`src/rtl/sonar_scheduler.sv`:
```
// Round-robin scheduler sharing one HC-SR04 measurement unit between three sensors.
// Each shot: select sensor, command measurement, capture distance or timeout, transmit, quiet gap.
module sonar_scheduler #(
    parameter int GAP_CICLOS     = 3_000_000,
    parameter int TIMEOUT_CICLOS = 1_500_000,
    parameter int DIST_W         = 12
) (
    input  logic              clock,
    input  logic              reset,
    input  logic              ligar,
    input  logic              continuo,
    input  logic [2:0]        mascara,
    input  logic              med_pronto,
    input  logic [DIST_W-1:0] med_distancia,
    input  logic              tx_ready,
    output logic              med_medir,
    output logic [1:0]        sel,
    output logic              tx_partida,
    output logic [DIST_W+1:0] tx_dado,
    output logic [2:0]        timeout_flag,
    output logic              pronto,
    output logic [3:0]        db_estado
);

    localparam int CNT_MAX = (GAP_CICLOS > TIMEOUT_CICLOS) ? GAP_CICLOS : TIMEOUT_CICLOS;
    localparam int CNT_W   = (CNT_MAX > 2) ? $clog2(CNT_MAX) : 1;
    localparam logic [CNT_W-1:0] GAP_LAST = CNT_W'(GAP_CICLOS - 1);
    localparam logic [CNT_W-1:0] TO_LAST  = CNT_W'(TIMEOUT_CICLOS - 1);

    typedef enum logic [2:0] {
        IDLE      = 3'd0,
        PREPARA   = 3'd1,
        MEDE      = 3'd2,
        ESPERA    = 3'd3,
        ARMAZENA  = 3'd4,
        TRANSMITE = 3'd5,
        AGUARDA   = 3'd6,
        FIM       = 3'd7
    } state_t;

    state_t              state_q, state_d;
    logic [1:0]          sel_q, sel_d;
    logic [1:0]          ptr_q, ptr_d;
    logic [CNT_W-1:0]    tcnt_q, tcnt_d;
    logic [CNT_W-1:0]    gcnt_q, gcnt_d;
    logic [DIST_W-1:0]   dist_q, dist_d;
    logic [DIST_W+1:0]   tx_dado_q, tx_dado_d;
    logic [2:0]          tflag_q, tflag_d;

    logic                hit;
    logic [1:0]          hit_idx;

    // Lowest enabled sensor at or above the pointer; pointer value 3 never hits.
    always_comb begin
        hit     = 1'b0;
        hit_idx = 2'd0;
        for (int i = 2; i >= 0; i--) begin
            if (mascara[i] && (i >= int'(ptr_q))) begin
                hit     = 1'b1;
                hit_idx = 2'(i);
            end
        end
    end

    always_comb begin
        state_d    = state_q;
        sel_d      = sel_q;
        ptr_d      = ptr_q;
        tcnt_d     = tcnt_q;
        gcnt_d     = gcnt_q;
        dist_d     = dist_q;
        tx_dado_d  = tx_dado_q;
        tflag_d    = tflag_q;
        med_medir  = 1'b0;
        tx_partida = 1'b0;
        pronto     = 1'b0;

        case (state_q)
            IDLE: begin
                if (ligar) begin
                    tflag_d = 3'b000;
                    ptr_d   = 2'd0;
                    state_d = PREPARA;
                end
            end
            PREPARA: begin
                if (hit) begin
                    sel_d   = hit_idx;
                    state_d = MEDE;
                end else begin
                    state_d = FIM;
                end
            end
            MEDE: begin
                med_medir = 1'b1;
                tcnt_d    = '0;
                state_d   = ESPERA;
            end
            ESPERA: begin
                // A real echo on the last allowed cycle beats the timeout.
                if (med_pronto) begin
                    dist_d  = med_distancia;
                    state_d = ARMAZENA;
                end else if (tcnt_q == TO_LAST) begin
                    dist_d  = '1;
                    tflag_d = tflag_q | (3'b001 << sel_q);
                    state_d = ARMAZENA;
                end else begin
                    tcnt_d = tcnt_q + CNT_W'(1);
                end
            end
            ARMAZENA: begin
                tx_dado_d = {sel_q, dist_q};
                state_d   = TRANSMITE;
            end
            TRANSMITE: begin
                if (tx_ready) begin
                    tx_partida = 1'b1;
                    gcnt_d     = '0;
                    state_d    = AGUARDA;
                end
            end
            AGUARDA: begin
                if (gcnt_q == GAP_LAST) begin
                    ptr_d   = sel_q + 2'd1;
                    state_d = PREPARA;
                end else begin
                    gcnt_d = gcnt_q + CNT_W'(1);
                end
            end
            FIM: begin
                pronto = 1'b1;
                if (continuo) begin
                    ptr_d   = 2'd0;
                    state_d = PREPARA;
                end else begin
                    state_d = IDLE;
                end
            end
            default: state_d = IDLE;
        endcase
    end

    always_ff @(posedge clock or negedge reset) begin
        if (!reset) begin
            state_q   <= IDLE;
            sel_q     <= 2'd0;
            ptr_q     <= 2'd0;
            tcnt_q    <= '0;
            gcnt_q    <= '0;
            dist_q    <= '0;
            tx_dado_q <= '0;
            tflag_q   <= 3'b000;
        end else begin
            state_q   <= state_d;
            sel_q     <= sel_d;
            ptr_q     <= ptr_d;
            tcnt_q    <= tcnt_d;
            gcnt_q    <= gcnt_d;
            dist_q    <= dist_d;
            tx_dado_q <= tx_dado_d;
            tflag_q   <= tflag_d;
        end
    end

    assign sel          = sel_q;
    assign tx_dado      = tx_dado_q;
    assign timeout_flag = tflag_q;
    assign db_estado    = {1'b0, state_q};

endmodule

```
`config.mk`:
```
export PLATFORM = sky130hd
export DESIGN_NAME = sonar_scheduler
export DESIGN_NICKNAME = d
export VERILOG_FILES = /design/src/rtl/sonar_scheduler.sv
export SDC_FILE = /design/constraint.sdc
export NUM_CORES = 1
export LEC_CHECK = 0
export CORE_UTILIZATION = 51
export DETAILED_ROUTE_END_ITERATION = 6
export GPL_TIMING_DRIVEN = 1
export PLACE_DENSITY = 0.77
export REMOVE_ABC_BUFFERS = 1
export SYNTH_ARGS = -nofsm -noshare
export SYNTH_HDL_FRONTEND = slang
export SYNTH_SLANG_ARGS = --single-unit
```
`constraint.sdc`:
```
create_clock -name clock -period 2.17 [get_ports clock]
set_input_delay 0.217 -clock clock [delete_from_list [all_inputs] [get_ports clock]]
set_output_delay 0.217 -clock clock [all_outputs]
set_load 0.01 [all_outputs]
```
After elaboration in Yosys (flattened, before gate mapping). Cells that the tools add are included.

Register bits: 80. Latch bits: 0. Memory bits (writable): 0. ROM bits: 0. Bits of input ports: 21. Memories: 0.

$add $sub $neg: 3. Multipliers: 0. Div/mod/pow operators: 0. Order comparisons: 3. Equality and inequality tests: 18. Shift operators: 1. Muxes and demuxes: 34. Bitwise operators: 1. Reductions and logical operators: 16.

Operators with widths (number): $mux W22 (4); $pmux W22 S2 (2); $add A22 B1 Y22 const B (2); $mux W3 (9); $mux W12 (2); $pmux W3 S8 (1); $eq A22 B21 Y1 const B (1); $eq A22 B22 Y1 const B (1); $ne A2 B2 Y1 const B (8); $eq A3 B3 Y1 const B (4); $mux W2 (6); $reduce_and A4 Y1 (3); $mux W1 (8); $reduce_bool A2 Y1 (4); $eq A3 B2 Y1 const B (2); $pmux W2 S3 (1); $pmux W3 S2 (1); $reduce_and A3 Y1 (2); $ge A1 B2 Y1 const A (2); $reduce_and A2 Y1 (2); $eq A3 B1 Y1 const B (1); $logic_and A1 B1 Y1 (3); $logic_not A3 Y1 (1); $ne A3 B3 Y1 const B (1); 5 further kinds (5).

Logic depth before layout (Yosys ltp). Gate-level depths: netlist of the first run.

Depth after elaboration: 7. Mapped depth: 8. Mapped depth without buffers: 6.

Worst setup path before layout of the first run. Ideal clock, no wire load.

Path type: reg2reg. Start: register gcnt_q[12]. End: register ptr_q[1]. Setup time: 0.122 ns. Data arrival time: 2.053 ns. Required time: 2.048 ns. Setup slack: -0.005 ns. Cell stages (with the launch flop): 7. Buffers on the path: 1. Period minus slack after synthesis: 2.175 ns. Path through: dfrtp_1 or4b_1 or4_4 o21ai_4 buf_6 nand2_2 a32o_1.

Word-level cells in the longest chain between the ends: 3.

RTL lines: from (decl) (RTL line 45) `logic [CNT_W-1:0] gcnt_q, gcnt_d;`; from (signal assigned) (RTL line 159) `gcnt_q <= gcnt_d;`; $eq A22 B22 Y1 (RTL line 124) `if (gcnt_q == GAP_LAST) begin`; $ne A2 B2 Y1 (no source line); $reduce_and A4 Y1 (no source line); to (signal assigned) (RTL line 157) `ptr_q <= ptr_d;`; to (decl) (RTL line 43) `logic [1:0] ptr_q, ptr_d;`.

Every way passes these cells. A chain may end at the register's enable or synchronous reset.

Worst setup path in the final report of the first run.
Start: register tcnt_q[7]. End: register tcnt_q[2].

Word-level cells in the longest chain between the ends: 3.

RTL lines: from (decl) (RTL line 44) `logic [CNT_W-1:0] tcnt_q, tcnt_d;`; from (signal assigned) (RTL line 158) `tcnt_q <= tcnt_d;`; $eq A22 B21 Y1 (RTL line 104) `end else if (tcnt_q == TO_LAST) begin`; $ne A2 B2 Y1 (no source line); $reduce_and A3 Y1 (no source line).

Every way passes these cells.

==> flow_metrics.py, run 1 <==
metrics = {
    "placed_design": {
        "post_dp_cell_area_sq_um": 4870,
        "hpwlAfterDp_mm": 6.95,
        "pre_cts_slack_ns": -0.141,
        "place.gp.congestion": 0.891,
        "io_buffer_count": 45,
        "dp.cells": 576,
    },
    "final_layout": {
        "drive_gt1_share_pct": 20.8,
        "syn2layout_area_growth_pct": 28.8,
        "design_area_sq_um": 5220,
        "num_antenna_cells": 0,
        "utilization_pct": 67.9,
        "layout.nets": 521,
        "fin_cells": 601,
    },
    "synth": {
        "syn_inst": 405,
        "synth-simple-area-share_pct": 21.8,
        "seq_area_frac_synth_pct": 49.4,
        "synth_common_cells": "80 x dfrtp_1, 34 x nand2_1, 32 x nor2_1",
        "synth_seq_cells": 80,
        "synth_compound_area_share_pct": 15.8,
        "synth_area_leaders": "dfrtp_1 49%, mux2_2 3.9%, nand2_1 3.2%, nor2_1 3.0%, o22a_1 2.6%",
        "synth_flop_cell": "dfrtp_1",
        "syn-cell-area_sq_um": 4050,
        "synth_edf_count": 0,
        "synth_xor_area_share_pct": 3.46,
        "synth_top_area_share_pct": 49.4,
        "async_flop_share_pct": 100,
        "synth_mux_area_share_pct": 4.63,
        "synth_top_family_by_area": "simple AND/OR/NAND/NOR gates",
        "synth_area_leader_cell": "dfrtp_1",
        "yosysWarningCount": 0,
        "synth_most_common_cell": "dfrtp_1",
        "postSynthAreaPerCell_sq_um": 10.0,
        "ys_types": 58,
        "synthAdderAreaFrac_pct": 1.54,
    },
    "timing": {
        "fin_hold_ws_ns": 0.373,
        "tightestPinTransition_ns": 0.713,
        "setup_slack_ns": -0.00930,
        "finalSetupViolations": 1,
        "setup_tns_ns": -0.00930,
        "fmax_ghz": 0.459,
        "finalHoldViolCount": 0,
        "drv_slew": 0,
        "period_minus_slack_ns": 2.18,
        "fin_skew_ns": 0.00881,
        "rsz0062_at_grt": "true",
        "slew_headroom_pct": 52.0,
        "period_share_pct": 100,
    },
    "route": {
        "routed_via_density": 5.93,
        "wl_met1_mm": 4.41,
        "top_layer_used": "met4",
        "firstDrtPassIters": 6,
        "wl_met2_mm": 4.98,
        "wl_met3_um": 529,
        "drt-total-wl_mm": 10.1,
        "drt_iter0_drc": 268,
        "drcViolationCount": 0,
        "ant_nets": 0,
        "wl_per_cell_um": 16.7,
        "vias": 3564,
    },
    "setup_path": {
        "cp-start-kind": "register",
        "cp.arrival_ns": 2.45,
        "worst-path-max-fanout": 4,
        "end_kind": "register",
        "path_class": "register to register",
        "crit_required_ns": 2.44,
    },
    "pwr": {
        "p_int_mw": 3.70,
        "pwr-share-comb_pct": 38.6,
        "seqPwrFrac_pct": 40.0,
        "switching_power_mw": 2.02,
        "p_clk_share_pct": 21.3,
        "switching_share_pct": 35.3,
        "peakVddDrop_mv": 0.677,
        "powerDensity_nw_per_um2": 1100,
        "p_leak_nw": 2.18,
        "p_total_mw": 5.72,
    },
    "hold_path": {
        "hold_path_class": "primary input to async pin",
    },
    "grt": {
        "grt-ovfl-total": 0,
        "grt_pass1_vias": 3509,
        "grt_usage_pct": 25.3,
        "grt_max_degree": 44,
        "antenna_found_initial": 0,
        "grt_pass1_wl_mm": 16.8,
    },
    "cts": {
        "htree_levels": 3,
        "cts-root-to-sink-buffers": 2,
        "insertion_delay_ns": 0.35,
        "cts.clk_slew.worst_paths_ns": 0.08,
        "cts_tree": "yes",
        "clock_sinks": 80,
        "cts_buffers": 9,
        "root_buffer": "clkbuf_8",
    },
    "floorplanning": {
        "die_h_um": 91.1,
        "design.core.area_sq_um": 7690,
        "dieArea_sq_um": 8300,
        "num_io_pins": 47,
        "die_w_um": 91.1,
        "start_util_pct": 52.7,
        "rows": 32,
    },
    "status": {
        "violations": "setup timing",
        "status": "complete, but fails checks",
    },
    "flow_run": {
        "maxCapViolations": 0,
    },
}
==> flip-flops by register name, indices dropped and copies added, names as in the netlist <==
signal / count
sel: 2
state_q: 3
gcnt_q: 22
timeout_flag: 3
tx_dado: 14
dist_q: 12
tcnt_q: 22
ptr_q: 2
==> power by group through the flow <==
stage / clock network [mW] / logic [mW] / registers, mW
4_1_cts: 1.24 / 2.16 / 2.28
2_1_floorplan: 0 / 0.995 / 2.36
6_report: 1.22 / 2.21 / 2.29
5_1_grt: 1.30 / 2.41 / 2.35
3_3_place_gp: 0 / 2.06 / 2.27
3_5_place_dp: 0 / 2.12 / 2.31
==> cell families (layout without fill, tap and decap cells) <==
| family | Yosys count | after routing |
|---|---|---|
| AOI/OAI and AO/OA | 90 | 90 |
| xor gates and xnor gates | 16 | 16 |
| adders and majority gates | 5 | 5 |
| buffers and inverters | 30 | 124 |
| DFF | 80 | 80 |
| muxes | 17 | 17 |
| other | 1 | 1 |
| and+or+nand+nor | 166 | 166 |
==> worst max-delay path, cell delays in order (launching register included) <==
cell and delay, ns:
dfrtp_1 0.39, or4_1 0.52, or4_4 0.52, or3_4 0.43
o211ai_1 0.11, o2bb2ai_1 0.14
==> final timing paths <==
path	startpoint	end	slack, ns	cells after the start
setup reg to reg	tcnt_q[7]	tcnt_q[2]	-0.009	5
hold reg to reg	dist_q[3]	dist_q[3]	0.49	1
setup / recovery	tcnt_q[7]	tcnt_q[2]	-0.009	5
max in group asynchronous	reset	state_q[0]	1.17	3
hold / removal	reset	tcnt_q[21]	0.37	2
min in group clock	med_distancia[8]	dist_q[8]	0.48	2
==> routing by layer <==
metal	vias up	GRT usage, %
li1	1683	-
met1	1747	33.6
met2	121	41.3
met3	13	5.95
met4	0	7.67
met5	-	0
==> area by class of cell <==
type                            instances  area (sq um)
Clock buffer                            9           124
Tap cell                              102           128
Sequential cell                        80          2000
Inverter                               12          45.0
Fill cell                             584          2470
Clock inverter                          6          92.6
Timing Repair Buffer                   97           857
Multi-Input combinational cell        295          1970
==> cells in the final DEF, fill, tap and decap left out, types with 5 or more instances in the layout <==
cell,count
o22a_1,12
nand3_1,18
nand4_1,11
ha_1,5
clkbuf_8,9
nand2b_1,6
a32o_1,6
a21oi_1,17
mux2_2,14
xnor2_1,6
o21ai_0,15
inv_1,10
or4_1,5
clkdlybuf4s50_1,44
nor4_1,10
nor2_1,30
nor3_1,12
buf_4,50
and3_1,6
xor2_1,10
nand2_1,33
o31ai_1,8
dfrtp_1,79
or3_1,5
==> timing repair <==
item / in CTS / in global routing
endpoints found under the hold margin: 37 / 0
endpoints found under the setup margin: 21 / 23
resized for setup: 4 / 12
pin swaps: 1 / 8
hold buffers: 1 / 0
setup buffers: 4 / 5
cloned: 0 / 0
(Power assumes the default switching activity.)
==> inputs of run 2 (changes only) <==
--- a/config.mk
+++ b/config.mk
@@ -10,6 +10,7 @@
 export GPL_TIMING_DRIVEN = 1
 export PLACE_DENSITY = 0.77
 export REMOVE_ABC_BUFFERS = 1
+export SKIP_CTS_REPAIR_TIMING = 1
 export SYNTH_ARGS = -nofsm -noshare
 export SYNTH_HDL_FRONTEND = slang
 export SYNTH_SLANG_ARGS = --single-unit
==> flow_metrics.py, run 2 (same netlist as run 1, synthesis figures left out) <==
metrics = {
    "cts": {
        "clock_sinks": 80,
        "root_buffer": "clkbuf_8",
        "insertion_delay_ns": 0.35,
        "cts_buffers": 9,
        "cts_tree": "yes",
        "htree_levels": 3,
        "cts.clk_slew.worst_paths_ns": 0.09,
        "cts-root-to-sink-buffers": 2,
    },
    "final_layout": {
        "layout.nets": 525,
        "fin_cells": 605,
        "num_antenna_cells": 0,
        "drive_gt1_share_pct": 21.7,
        "syn2layout_area_growth_pct": 29.5,
        "final_common_cell": "dfrtp_1",
        "layout_common_cells": "79 x dfrtp_1, 54 x buf_4, 44 x clkdlybuf4s50_1",
        "design_area_sq_um": 5250,
    },
    "placed_design": {
        "hpwlAfterDp_mm": 6.95,
        "post_dp_cell_area_sq_um": 4870,
        "io_buffer_count": 45,
        "pre_cts_slack_ns": -0.141,
        "dp.cells": 576,
        "place.gp.congestion": 0.891,
    },
    "route": {
        "firstDrtPassIters": 5,
        "ant_nets": 0,
        "drt_iter0_drc": 216,
        "routed_via_density": 5.97,
        "vias": 3611,
        "wl_per_cell_um": 16.9,
        "drcViolationCount": 0,
        "top_layer_used": "met4",
        "wl_met3_um": 495,
        "drt-total-wl_mm": 10.2,
        "wl_met2_mm": 5.02,
        "wl_met1_mm": 4.48,
    },
    "pwr": {
        "p_leak_nw": 2.19,
        "peakVddDrop_mv": 0.687,
        "powerDensity_nw_per_um2": 1100,
        "p_total_mw": 5.76,
    },
    "timing": {
        "finalSetupViolations": 9,
        "period_minus_slack_ns": 2.21,
        "finalHoldViolCount": 0,
        "fmax_ghz": 0.453,
        "fin_hold_ws_ns": 0.369,
        "period_share_pct": 102,
        "rsz0062_at_grt": "true",
        "drv_slew": 0,
        "setup_slack_ns": -0.0353,
        "slew_headroom_pct": 51.0,
        "fin_skew_ns": 0.00758,
        "tightestPinTransition_ns": 0.728,
    },
    "floorplanning": {
        "start_util_pct": 52.7,
        "design.core.area_sq_um": 7690,
        "die_w_um": 91.1,
        "die_h_um": 91.1,
        "dieArea_sq_um": 8300,
        "rows": 32,
        "num_io_pins": 47,
    },
    "grt": {
        "grt-ovfl-total": 0,
        "grt_usage_pct": 25.0,
        "grt_max_degree": 44,
        "grt_pass1_vias": 3473,
        "antenna_found_initial": 0,
        "grt_pass1_wl_mm": 16.6,
    },
    "setup_path": {
        "end_kind": "register",
        "worst-path-max-fanout": 8,
        "crit_required_ns": 2.42,
        "path_class": "register to register",
        "cp.arrival_ns": 2.45,
        "cp-start-kind": "register",
    },
    "status": {
        "status": "complete, but fails checks",
        "violations": "setup timing",
    },
    "flow_run": {
        "maxCapViolations": 0,
    },
    "hold_path": {
        "hold_path_class": "primary input to async pin",
    },
}
run 2: cell types whose count changed in the layout (fill, tap and decap cells not counted):
cell | before | now
buf_6 | 1 | 0
nand3_2 | 1 | 2
buf_2 | 0 | 1
buf_4 | 50 | 54
nand3_1 | 18 | 17
run 2: through the flow:
stage | setup TNS [ns] | util [%]
after global placement | -0.325 | 63.4
after CTS | -1.08 | 66.2
final | -0.179 | 68.2
after detailed placement | -0.636 | 63.4
after global routing | -1.56 | 68.2
after floorplan | -1.90 | -
run 2: worst max-delay path, stage by stage (launching register included):
cell     delay [ns]
dfrtp_1        0.38
or4b_1         0.51
or4_4          0.54
o21ai_4        0.26
buf_4          0.17
nand2_2        0.04
a32o_1         0.20
run 2: routing by layer:
| layer | global-route usage [%] | up-vias |
|---|---|---|
| met3 | 5.86 | 23 |
| met2 | 40.8 | 113 |
| met5 | 0 | - |
| met4 | 7.80 | 0 |
| met1 | 33.2 | 1782 |
| li1 | - | 1693 |
run 2: final timing paths:
kind | startpoint | end | slack [ns] | cells after the start
hold / removal | reset | tcnt_q[19] | 0.37 | 2
hold reg to reg | dist_q[3] | dist_q[3] | 0.49 | 1
max in group asynchronous | reset | state_q[0] | 1.18 | 3
min in group clock | med_distancia[8] | dist_q[8] | 0.48 | 2
setup reg to reg | gcnt_q[17] | ptr_q[0] | -0.04 | 6
setup / recovery | gcnt_q[17] | ptr_q[0] | -0.04 | 6
run 2: where the power goes:
part           switching (mW)  internal, mW  total [mW]
logic                    1.10          1.15        2.24
clock network           0.572         0.650        1.22
registers               0.364          1.93        2.29
total                    2.03          3.72        5.76
run 2: final cells by class:
cell class,instances,area (sq um)
Inverter,12,45.0
Tap cell,102,128
Timing Repair Buffer,101,881
Fill cell,576,2440
Clock inverter,6,92.6
Sequential cell,80,2000
Clock buffer,9,124
Multi-Input combinational cell,295,1970
